### src/rtl/ball_paddle_collision.sv
// Ball motion and collision engine: moves the ball once per frame tick and bounces it
// off the side walls and both paddles. Define SPEEDUP_EN for a speed that grows with each paddle hit.
module ball_paddle_collision #(
  parameter int SCREEN_W   = 640,
  parameter int SCREEN_H   = 480,
  parameter int BALL_SIZE  = 8,
  parameter int PADDLE1_Y  = 16,
  parameter int PADDLE2_Y  = 456,
  parameter int PADDLE_H   = 8,
  parameter int BALL_SPEED = 4,
  parameter int SERVE_X    = 316,
  parameter int SERVE_Y    = 236,
  parameter int HIT_CYCLES = 4,
  parameter int MAX_SPEED  = 8
) (
  input  logic       clk,
  input  logic       reset,
  input  logic       frame_tick,
  input  logic       serve,
  input  logic       serve_dir,
  input  logic [9:0] paddle1_x,
  input  logic [9:0] paddle2_x,
  input  logic [9:0] paddle1_width,
  input  logic [9:0] paddle2_width,
  output logic [9:0] ball_x,
  output logic [9:0] ball_y,
  output logic [1:0] hit,
  output logic [1:0] miss,
  output logic       in_play
);

  localparam logic [1:0] S_IDLE   = 2'd0;
  localparam logic [1:0] S_MOVE   = 2'd1;
  localparam logic [1:0] S_SCORED = 2'd2;

  localparam int CW = $clog2(HIT_CYCLES + 1);

  localparam logic signed [11:0] P1_FACE = 12'(PADDLE1_Y + PADDLE_H);
  localparam logic signed [11:0] P2_FACE = 12'(PADDLE2_Y - BALL_SIZE);
  localparam logic signed [11:0] X_MAX   = 12'(SCREEN_W - BALL_SIZE);
  localparam logic signed [11:0] Y_MAX   = 12'(SCREEN_H - BALL_SIZE);
  localparam logic signed [11:0] BALL_SZ = 12'(BALL_SIZE);
  localparam logic signed [10:0] SERVE_X0 = 11'(SERVE_X);
  localparam logic signed [10:0] SERVE_Y0 = 11'(SERVE_Y);

  logic [1:0]           state_q, state_d;
  logic signed [10:0]   x_q, x_d, y_q, y_d;
  logic                 dx_q, dx_d, dy_q, dy_d;
  logic [1:0]           hit_q, hit_d, miss_q, miss_d, hit_req;
  logic [CW-1:0]        hit_cnt_q, hit_cnt_d;
  logic                 hit_accept;
  logic [10:0]          speed;

  // Comparisons run one bit wider than the stored positions so pad_x + width cannot wrap.
  logic signed [11:0]   xw, yw, spd, nx, x_new, p1_l, p1_r, p2_l, p2_r;
  logic                 x_flip, ov1, ov2;

  assign xw   = $signed({x_q[10], x_q});
  assign yw   = $signed({y_q[10], y_q});
  assign spd  = $signed({1'b0, speed});
  assign p1_l = $signed({2'b00, paddle1_x});
  assign p1_r = p1_l + $signed({2'b00, paddle1_width});
  assign p2_l = $signed({2'b00, paddle2_x});
  assign p2_r = p2_l + $signed({2'b00, paddle2_width});

  always_comb begin
    nx     = dx_q ? (xw + spd) : (xw - spd);
    x_new  = nx;
    x_flip = 1'b0;
    if (nx < 12'sd0) begin
      x_new  = 12'sd0;
      x_flip = 1'b1;
    end else if (nx > X_MAX) begin
      x_new  = X_MAX;
      x_flip = 1'b1;
    end
    ov1 = ((x_new + BALL_SZ) > p1_l) && (x_new < p1_r);
    ov2 = ((x_new + BALL_SZ) > p2_l) && (x_new < p2_r);
  end

  always_comb begin
    state_d = state_q;
    x_d     = x_q;
    y_d     = y_q;
    dx_d    = dx_q;
    dy_d    = dy_q;
    miss_d  = 2'b00;
    hit_req = 2'b00;
    case (state_q)
      S_IDLE: begin
        if (serve) begin
          state_d = S_MOVE;
          dy_d    = serve_dir;
          dx_d    = 1'b1;
        end
      end
      S_MOVE: begin
        if (frame_tick) begin
          x_d = x_new[10:0];
          if (x_flip) dx_d = ~dx_q;
          if (!dy_q) begin
            if ((yw >= P1_FACE) && ((yw - spd) < P1_FACE) && ov1) begin
              y_d     = P1_FACE[10:0];
              dy_d    = 1'b1;
              hit_req = 2'b10;
            end else if (yw < spd) begin
              state_d = S_SCORED;
              miss_d  = 2'b01;
            end else begin
              y_d = 11'(yw - spd);
            end
          end else begin
            if ((yw <= P2_FACE) && ((yw + spd) > P2_FACE) && ov2) begin
              y_d     = P2_FACE[10:0];
              dy_d    = 1'b0;
              hit_req = 2'b01;
            end else if ((yw + spd) > Y_MAX) begin
              state_d = S_SCORED;
              miss_d  = 2'b10;
            end else begin
              y_d = 11'(yw + spd);
            end
          end
        end
      end
      S_SCORED: begin
        x_d     = SERVE_X0;
        y_d     = SERVE_Y0;
        state_d = S_IDLE;
      end
      default: state_d = S_IDLE;
    endcase
  end

  // A request is dropped while a pulse is still running, guaranteeing a 00 gap between hits.
  assign hit_accept = (hit_req != 2'b00) && (hit_cnt_q == '0);

  always_comb begin
    hit_d     = hit_q;
    hit_cnt_d = hit_cnt_q;
    if (hit_accept) begin
      hit_d     = hit_req;
      hit_cnt_d = CW'(HIT_CYCLES);
    end else if (hit_cnt_q != '0) begin
      hit_cnt_d = hit_cnt_q - CW'(1);
      if (hit_cnt_q == CW'(1)) hit_d = 2'b00;
    end
  end

`ifdef SPEEDUP_EN
  logic [10:0] speed_q, speed_d;
  logic        serve_accept;

  assign serve_accept = (state_q == S_IDLE) && serve;

  always_comb begin
    speed_d = speed_q;
    if (serve_accept) speed_d = 11'(BALL_SPEED);
    else if (hit_accept && (speed_q < 11'(MAX_SPEED))) speed_d = speed_q + 11'd1;
  end

  always_ff @(posedge clk or posedge reset) begin
    if (reset) speed_q <= 11'(BALL_SPEED);
    else       speed_q <= speed_d;
  end

  assign speed = speed_q;
`else
  // Fixed speed; the ceiling only matters if the configuration puts it below the base speed.
  assign speed = 11'((BALL_SPEED < MAX_SPEED) ? BALL_SPEED : MAX_SPEED);
`endif

  always_ff @(posedge clk or posedge reset) begin
    if (reset) begin
      state_q   <= S_IDLE;
      x_q       <= SERVE_X0;
      y_q       <= SERVE_Y0;
      dx_q      <= 1'b1;
      dy_q      <= 1'b0;
      hit_q     <= 2'b00;
      miss_q    <= 2'b00;
      hit_cnt_q <= '0;
    end else begin
      state_q   <= state_d;
      x_q       <= x_d;
      y_q       <= y_d;
      dx_q      <= dx_d;
      dy_q      <= dy_d;
      hit_q     <= hit_d;
      miss_q    <= miss_d;
      hit_cnt_q <= hit_cnt_d;
    end
  end

  assign ball_x  = x_q[9:0];
  assign ball_y  = y_q[9:0];
  assign hit     = hit_q;
  assign miss    = miss_q;
  assign in_play = (state_q == S_MOVE);

endmodule
### config.mk
export PLATFORM = sky130hd
export DESIGN_NAME = ball_paddle_collision
export DESIGN_NICKNAME = d
export VERILOG_FILES = /design/src/rtl/ball_paddle_collision.sv
export SDC_FILE = /design/constraint.sdc
export NUM_CORES = 1
export LEC_CHECK = 0
export CAP_MARGIN = 10
export CORE_MARGIN = 3
export CORE_UTILIZATION = 56
export DETAILED_ROUTE_END_ITERATION = 8
export GPL_TIMING_DRIVEN = 0
export PLACE_DENSITY = 0.8
export SLEW_MARGIN = 15
export SYNTH_ARGS = -nofsm -noshare
export SYNTH_HDL_FRONTEND = slang
export SYNTH_SLANG_ARGS = --single-unit
### constraint.sdc
create_clock -name clk -period 7.1 [get_ports clk]
set_input_delay 0.71 -clock clk [delete_from_list [all_inputs] [get_ports clk]]
set_output_delay 0.71 -clock clk [all_outputs]
set_load 0.005 [all_outputs]
==> results.toml <==
[outcome]
outcome = "completed"

[power_and_ir_drop]
p_int_mw = 1.36
combinationalPowerShare_pct = 82.2
p_per_area_nw_per_um2 = 535
irDropWorstVdd_mv = 0.275
p_seq_share_pct = 11.2
p_clk_share_pct = 6.6
p_sw_mw = 1.52
p_sw_share_pct = 52.7
p_leak_nw = 2.50

[sta]
post-route-period-util_pct = 94.9
slew_violations = 0
clock_skew_ns = 0.0155
setup_tns_ns = 0
hold_viol = 0
rsz0062_at_grt = "no"
slew_headroom_pct = 37.3
fmax_mhz = 148
holdWs_ns = 0.510
final-setup-viol-count = 0
worst_pin_slew_ns = 0.932
min_period_ns = 6.74

[drt]
firstDrtPassIters = 5
vias_per_cell = 6.10
drtIter0Drc = 491
top_layer_used = "met4"
drc = 0
vias = 4513
met2_length_um = 5850
final_antenna_net_count = 0
dr_wl_met3_um = 863
avgRoutedWirePerCell_um = 16.5
drt-met1-wl_um = 5280
drt-total-wl_um = 12200

[synth]
ys_seq_elements = 31
synth_fa_ha_area_share_pct = 22.7
seq_area_frac_synth_pct = 17.7
yosys.area_share.simple_pct = 19.4
synth_cells = 563
syn_area_um2 = 4460
synth_compound_area_share_pct = 23.8
muxShareOfSynthArea_pct = 0.701
netlist-cell-type-count = 69
synthXorXnorAreaFrac_pct = 6.09
yosys_most_used_dff = "dfrtp_1"
yosysWarnings = 0
synth_edf_count = 0
async_reset_ff_share_pct = 100
synth_top_family_by_area = "compound AO/OA/AOI/OAI gates"
syn_avg_cell_area_um2 = 7.92

[clocking]
clk_path_buf_depth = 2
clk_latency_ns = 0.29
post_cts_buffers = 0
postCtsHoldBufs = 0
cts_sinks = 31
clockRootBuffer = "clkbuf_8"
h-tree-depth = 2
cts_made_buffers = 5
clk_pin_slew_ns = 0.08
tritoncts = "done"
cts_resized = 0

[placed_design]
place_congestion = 0.977
place_area_um2 = 5270
dp_cells = 732
io_buffers = 67
dp.final_hpwl_um = 10100

[die]
start_util_pct = 59.6
die_w_um = 95.3
io_pins = 70
coreArea_um2 = 7490
die_area_um2 = 9070
die_h_um = 95.3
rows = 31

[worst_setup_path]
worstPathArrival_ns = 6.95
cp_max_fo = 10
start_kind = "flop"
r2r-start = "dx_q$_DFFE_PP1P_"
worstPathRequired_ns = 7.31
cp-startpoint = "dx_q$_DFFE_PP1P_"
cp-end-kind = "flop"
path_class = "reg -> reg"

[global_route]
grt_pass1_wl_um = 19800
grt-ovfl-total = 0
grtUsageTotal_pct = 27.2
grt_max_degree = 32
grt_pass1_vias = 4280
antenna_found_initial = 0

[finish]
final_core_util_pct = 71.9
regArea_um2 = 790
drive_gt1_share_pct = 9.36
n_antenna_cell = 0
fin_area_um2 = 5380
multi_input_area_um2 = 3250
stdcell_count = 740
nets = 764
fill_cells = 597
syn_to_final_growth_pct = 20.7

[min_path]
min_from = "dx_q$_DFFE_PP1P_"
hold_class = "reg -> reg"

[run]
cap_violations = 0
[power by group through the flow]
stage | sequential [mW] | clock (mW) | combinational [mW]
after floorplan | 0.306 | 0 | 1.68
after global placement | 0.321 | 0 | 2.18
after detailed placement | 0.325 | 0 | 2.29
after CTS | 0.322 | 0.189 | 2.31
after global routing | 0.334 | 0.195 | 2.60
final | 0.323 | 0.189 | 2.37
[layout by cell type (no fill, tap or decap), drive strengths merged, types with 4 or more instances in the layout]
cell / count
ha: 76
o21bai: 9
o21ai: 32
o211ai: 7
nor2b: 8
nor3: 14
buf: 25
conb: 4
clkbuf: 23
o21a: 7
or3: 5
dfstp: 11
nor2: 39
nand3: 18
nand4: 12
and3: 7
a21oi: 45
a21boi: 4
o22ai: 4
xor2: 11
nand2: 36
inv: 46
xnor2: 20
a31oi: 6
nand2b: 6
dfrtp: 20
clkdlybuf4s50: 67
a21o: 10
a211oi: 7
and2: 7
[critical path, stage by stage, from the launching register on]
cell and delay, ns:
dfstp_2 0.54, inv_1 0.16, fa_1 0.47, a211oi_2 0.38, o211ai_1 0.16, a221oi_1 0.51, o21bai_1 0.26, o41ai_2 0.22
a21boi_0 0.79, nand3_1 0.28, o21ai_1 0.34, ha_1 0.31, nand4_1 0.12, nor3_1 0.07, a211o_1 0.28, a211oi_1 0.22
nand4_1 0.21, a41oi_2 0.51, o21ai_1 0.22, buf_2 0.25, a211oi_1 0.26, a31oi_1 0.07
[cell usage after synthesis (all sizes together), types with 8 or more instances]
master / instances / share of area, %
inv: 46 / 3.9
o21bai: 9 / 1.5
ha: 76 / 21
a21oi: 45 / 5.0
nor2b: 8 / 1.1
nand4: 12 / 1.7
a21o: 10 / 1.7
clkbuf: 17 / 1.4
dfrtp: 20 / 11
nand3: 18 / 2.0
xor2: 11 / 2.2
nor2: 39 / 3.3
dfstp: 11 / 6.5
xnor2: 20 / 3.9
nand2: 36 / 3.0
buf: 25 / 4.2
nor3: 14 / 1.7
o21ai: 32 / 3.7
[flip-flops by register name, indices dropped and copies added (netlist names)]
signal     flops
hit_cnt_q      3
x_q           11
y_q            9
dy_q           1
hit            2
miss           2
state_q        2
dx_q           1
[path summary, 6_finish.rpt]
check / endpoint / slack [ns] / cells past startpoint
setup / recovery: y_q[3]$_DFFE_PP1P_ / 0.36 / 21
min in group asynchronous: y_q[4]$_DFFE_PP0P_ / 0.85 / 2
hold / removal: dx_q$_DFFE_PP1P_ / 0.51 / 2
setup reg to reg: y_q[3]$_DFFE_PP1P_ / 0.36 / 21
max in group asynchronous: miss[0]$_DFF_PP0_ / 5.80 / 2
hold reg to reg: dx_q$_DFFE_PP1P_ / 0.51 / 2
[metrics by stage]
step                      power (mW)  worst slack, ns
after CTS                       2.82            0.556
after detailed placement        2.61            0.603
after global routing            3.13            0.152
after global placement          2.50            0.726
after floorplan                 1.99             1.95
final                           2.88            0.361
[layer usage]
metal / vias to the layer above / track usage [%]
li1: 2165 / -
met1: 2126 / 36.6
met2: 199 / 46.4
met3: 23 / 2.05
met4: 0 / 8.41
met5: - / 0
[cells by family after synthesis]
kind of cell               Yosys count
and+or+nand+nor                    169
AOI/OAI and AO/OA                  160
buffers and inverters               89
adders and majority gates           79
xor gates and xnor gates            31
DFF                                 31
muxes                                3
other                                1
[final cells by class]
type / instances / area share, %
multi-input cells: 446 / 60.4
flip-flops and latches: 31 / 14.7
repair buffers: 67 / 12.5
plain buffers: 42 / 4.67
inverters: 47 / 3.28
well taps: 99 / 2.30
clock buffers: 6 / 1.53
clock inverters: 2 / 0.651
No activity file was read; power rests on OpenSTA's default activity.
